===== src/rtl/k_alu_pkg.sv =====
// Shared types and defaults for the K_ALU scheduler: FSM state encoding,
// default operand/select widths and a small one-hot helper.
package k_alu_pkg;

  localparam int WIDTH_DEF = 8;
  localparam int SEL_W_DEF = 4;

  typedef enum logic [1:0] {
    ST_IDLE = 2'd0,
    ST_EXEC = 2'd1,
    ST_RESP = 2'd2
  } state_t;

  function automatic logic [1:0] onehot2(input logic idx);
    return idx ? 2'b10 : 2'b01;
  endfunction

endpackage


===== src/rtl/rr_arb2.sv =====
// Two-input round-robin arbiter: a lone requester always wins, a tie goes to
// the requester named by prio, and next_prio points away from the winner.
module rr_arb2
  import k_alu_pkg::*;
(
  input  logic [1:0] req,
  input  logic       prio,
  input  logic       grant_en,
  output logic [1:0] grant,
  output logic       next_prio
);

  logic w_win;

  always_comb begin
    w_win     = prio;
    grant     = 2'b00;
    next_prio = prio;
    if (req == 2'b01) begin
      w_win = 1'b0;
    end else if (req == 2'b10) begin
      w_win = 1'b1;
    end
    if (grant_en && (req != 2'b00)) begin
      grant     = onehot2(w_win);
      next_prio = ~w_win;
    end
  end

endmodule


===== src/rtl/k_alu_sched.sv =====
// Shares one combinational K_ALU between two requesters: round-robin grant,
// registered operands to the ALU, result capture, per-requester response.
module k_alu_sched
  import k_alu_pkg::*;
#(
  parameter int WIDTH = WIDTH_DEF,
  parameter int SEL_W = SEL_W_DEF
) (
  input  logic             clk,
  input  logic             rst_n,
  input  logic [1:0]       req_valid,
  output logic [1:0]       req_ready,
  input  logic [WIDTH-1:0] req_a0,
  input  logic [WIDTH-1:0] req_b0,
  input  logic [SEL_W-1:0] req_sel0,
  input  logic [WIDTH-1:0] req_a1,
  input  logic [WIDTH-1:0] req_b1,
  input  logic [SEL_W-1:0] req_sel1,
  output logic [WIDTH-1:0] alu_a,
  output logic [WIDTH-1:0] alu_b,
  output logic [SEL_W-1:0] alu_sel,
  input  logic [WIDTH-1:0] alu_res,
  output logic [1:0]       rsp_valid,
  input  logic [1:0]       rsp_ready,
  output logic [WIDTH-1:0] rsp_data,
  output logic             rsp_zero,
  output logic             busy
);

  state_t           r_state;
  logic             r_prio;
  logic             r_owner;
  logic             r_busy;
  logic [1:0]       r_rsp_valid_p2;
  logic [WIDTH-1:0] r_alu_a_p1;
  logic [WIDTH-1:0] r_alu_b_p1;
  logic [SEL_W-1:0] r_alu_sel_p1;
  logic [WIDTH-1:0] r_rsp_data_p2;

  logic [1:0]       w_grant;
  logic             w_next_prio;
  logic             w_grant_en;
  logic             w_rsp_accept;

  // Gating with rst_n keeps req_ready low while reset is held.
  assign w_grant_en = (r_state == ST_IDLE) && rst_n;

  rr_arb2 u_arb (
    .req       (req_valid),
    .prio      (r_prio),
    .grant_en  (w_grant_en),
    .grant     (w_grant),
    .next_prio (w_next_prio)
  );

  // r_rsp_valid_p2 is one-hot on the owner, so the non-owner's ready drops out.
  assign w_rsp_accept = |(r_rsp_valid_p2 & rsp_ready);

  always_ff @(posedge clk or negedge rst_n) begin
    if (!rst_n) begin
      r_state        <= ST_IDLE;
      r_prio         <= 1'b0;
      r_owner        <= 1'b0;
      r_busy         <= 1'b0;
      r_rsp_valid_p2 <= 2'b00;
      r_alu_a_p1     <= '0;
      r_alu_b_p1     <= '0;
      r_alu_sel_p1   <= '0;
      r_rsp_data_p2  <= '0;
    end else begin
      case (r_state)
        // p1: operands of the granted requester drive the ALU
        ST_IDLE: begin
          if (w_grant != 2'b00) begin
            r_alu_a_p1   <= w_grant[1] ? req_a1   : req_a0;
            r_alu_b_p1   <= w_grant[1] ? req_b1   : req_b0;
            r_alu_sel_p1 <= w_grant[1] ? req_sel1 : req_sel0;
            r_owner      <= w_grant[1];
            r_prio       <= w_next_prio;
            r_busy       <= 1'b1;
            r_state      <= ST_EXEC;
          end
        end
        // p2: ALU result captured and offered to the owner
        ST_EXEC: begin
          r_rsp_data_p2  <= alu_res;
          r_rsp_valid_p2 <= onehot2(r_owner);
          r_state        <= ST_RESP;
        end
        ST_RESP: begin
          if (w_rsp_accept) begin
            r_rsp_valid_p2 <= 2'b00;
            r_busy         <= 1'b0;
            r_state        <= ST_IDLE;
          end
        end
        default: begin
          r_rsp_valid_p2 <= 2'b00;
          r_busy         <= 1'b0;
          r_state        <= ST_IDLE;
        end
      endcase
    end
  end

  assign req_ready = w_grant;
  assign alu_a     = r_alu_a_p1;
  assign alu_b     = r_alu_b_p1;
  assign alu_sel   = r_alu_sel_p1;
  assign rsp_valid = r_rsp_valid_p2;
  assign rsp_data  = r_rsp_data_p2;
  assign rsp_zero  = (r_rsp_data_p2 == '0);
  assign busy      = r_busy;

endmodule


===== config.mk =====
export PLATFORM = sky130hd
export DESIGN_NAME = k_alu_sched
export DESIGN_NICKNAME = d
export VERILOG_FILES = /design/src/rtl/k_alu_pkg.sv /design/src/rtl/rr_arb2.sv /design/src/rtl/k_alu_sched.sv
export SDC_FILE = /design/constraint.sdc
export NUM_CORES = 1
export LEC_CHECK = 0
export CAP_MARGIN = 20
export CORE_UTILIZATION = 37
export CTS_BUF_LIST = sky130_fd_sc_hd__clkbuf_2
export CTS_CLUSTER_DIAMETER = 120
export DETAILED_ROUTE_END_ITERATION = 10
export PLACE_DENSITY = 0.88
export SETUP_SLACK_MARGIN = 0.3
export SLEW_MARGIN = 20
export SYNTH_ARGS = -nofsm -noshare
export SYNTH_HDL_FRONTEND = slang
export SYNTH_HIERARCHICAL = 1
export SYNTH_SLANG_ARGS = --single-unit

===== constraint.sdc =====
create_clock -name clk -period 2.05 [get_ports clk]
set_clock_uncertainty 0.15 [all_clocks]
set_input_delay 0.615 -clock clk [delete_from_list [all_inputs] [get_ports clk]]
set_output_delay 0.615 -clock clk [all_outputs]
set_load 0.03 [all_outputs]

==> metrics.md <==
| Metric | Value |
|---|---|
| # DRC | 12 |
| Final #Nets | 303 |
| Sequential fraction of the synthesis area | 50.5% |
| Most frequent cells in the layout | clkdlybuf4s50_1 (50), buf_6 (41), mux2_4 (40) |
| Largest net degree at the start of global routing | 36 |
| Worst-margin pin slew | 0.445 ns |
| Synth Instances | 119 |
| DIE AREA | 4960 µm² |
| Syn_nets | 173 |
| Distinct cells, synth | 25 |
| Min-Delay Path Class | in2async |
| First-pass GRT wire length | 7.62 mm |
| Post-synth EDFFs | 0 |
| Hold Fails Final Rpt | 0 |
| Number of global-route vias before repair | 1,555 |
| Commonest non-fill, non-tap cell in the layout | clkdlybuf4s50_1 |
| # port buffers | 87 |
| Crit share post-route | 116% |
| Synthesized cell area | 1730 µm² |
| Critical path type | reg2out |
| CTS root buffer | clkbuf_2 |
| Synth top area cells | dfrtp_1 (51%), mux2_2 (19%), mux2_4 (16%), buf_12 (2.3%), o21ai_0 (1.4%) |
| Power per cell area | 1440 nW/µm² |
| Slew Viols, Final | 0 |
| CP Launch Type | flip-flop |
| Max Cap Violations | 0 |
| Row cnt | 24 |
| Worst setup margin | -0.323 ns |
| Final hold slack | 0.107 ns |
| CTS tree | done |
| H-tree levels | 2 |
| Die height | 70.5 µm |
| Yosys Warn Count | 6 |
| Core Util, Final | 74.0% |
| Starting density of the core | 39.0% |
| Outcome | finished with violations |
| RSZ-0062 raised after global routing | true |
| Clk buf depth | 2 |
| Via count | 1,463 |
| Synth top area share | 50.5% |
| DIE WIDTH | 70.5 µm |
| Reg2reg start | r_state[0] |
| Drt pass-1 iters | 7 |
| Final setup fails | 26 |
| Pleak | 0.00152 µW |
| Diode count | 0 |
| Synth Register Bits | 35 |
| Initial DRC count | 67 |
| Critical Path RT | 1.28 ns |
| Top FF cell, synth | dfrtp_1 |
| Failing checks | DRC, setup timing |
| Worst Setup End Kind | primary output |
| TritonCTS Buffers | 5 |
| Worst-path clk slew | 0.18 ns |
| Mean post-synth cell area | 14.6 µm² |
| Initial antenna violation count | 0 |
| Clock Latency Late Sink | 0.37 ns |
| Critical path data arrival time | 1.61 ns |
| Global route overflow | 0 |
| R2R cell count | 11 |
| Crit path from | rsp_data[1] |
| Leading area contributor after synthesis | dfrtp_1 |
| Post-Route WL | 4.73 mm |
| Layout cells sized above 1 | 58.4% |
| Core Footprint | 4440 µm² |
| Async SR Flop Fraction | 100% |
| Worst ir drop on vdd | 0.928 mV |
| Ports | 88 |
| Gpl congestion | 0.792 |
| Final ANT Viol Nets | 0 |
| Post-DR wirelength/cell | 15.7 µm |
| Post-layout min period | 2.37 ns |
| Final setup TNS | -4.60 ns |
| CTS sink cnt | 35 |
| Post-detail-place hpwl | 3.21 mm |
| Vias/cell | 4.84 |
| Max-slew headroom | 70.3% |
| Fmax | 421 MHz |
| Layout area overhead | 89.5% |
| Max Fanout on Critical Path | 3 |
| CTS Hold Bufs | 0 |
| Gr usage total | 20.2% |
registers in the layout (all words and copies together) (netlist names):
signal / cells
alu_a: 8
alu_b: 8
r_prio: 1
r_owner: 1
rsp_valid: 2
rsp_data: 8
alu_sel: 4
r_state: 2
busy: 1
cell usage after synthesis (2+ instances only):
master,number
or4_1,2
o21ai_0,5
mux2_4,18
dfrtp_1,35
a21oi_1,4
mux2_2,30
inv_1,2
nand2_1,4
buf_12,2
nor2_1,2
final timing paths:
path	to	slack (ns)
max	rsp_zero	-0.32
min	alu_a[2]	0.11
max reg2reg	alu_a[1]	-0.20
min reg2reg	alu_a[3]	0.42
max in group asynchronous	rsp_data[0]	1.32
min in group clk	alu_a[3]	0.42
critical path, cell delays in order, from the launching register on:
cell and delay, ns:
dfrtp_2 0.47, or4_4 0.53, nor2_4 0.09, buf_6 0.13
through the flow:
stage               area [µm²]  worst slack, ns  total power [µW]  instances
CTS                       3110           -0.347              4420        292
floorplan                 1830          -0.0939              2820        119
global route              3290           -0.385              4950        302
finish                    3290           -0.323              4720        302
detailed placement        2830           -0.416              3820        266
global placement          2830           -0.382              3750        266
what timing repair did:
item                                    CTS  global route
buffers inserted                         16            10
resized for setup                       220            34
endpoints found under the setup margin   56            58
pin swaps                                 4             1
gates cloned                              2             0
cell type report:
cell class                      instances  area, µm²
Clock buffer                            6       30.0
Inverter                                2       7.51
Fill cell                             279       1160
Sequential cell                        35        881
Timing Repair Buffer                  128       1370
Tap cell                               52       65.1
Multi-Input combinational cell         77        925
Clock inverter                          2       8.76
power breakdown:
group	switching (µW)	internal [µW]	total [µW]	leakage, µW
Clock	226	84.0	310	0.0000304
Sequential	287	1040	1330	0.000414
Combinational	1320	1760	3080	0.00107
layer usage:
layer / vias up / GRT usage (%) / share of wire (%)
met3: 8 / 4.62 / 5.7
li1: 692 / - / -
met5: - / 0 / 0
met2: 63 / 36.1 / 53
met4: 0 / 7.03 / 1.5
met1: 700 / 23.5 / 40
kinds of logic after synthesis:
family                 Yosys count  synth area share [%]
multiplexers                    49                  35.7
buffers and inverters            7                  4.11
AND/OR/NAND/NOR                 14                  4.26
flip-flops                      35                  50.5
AO/OA/AOI/OAI                   14                  5.41
(Power assumes the default switching activity.)
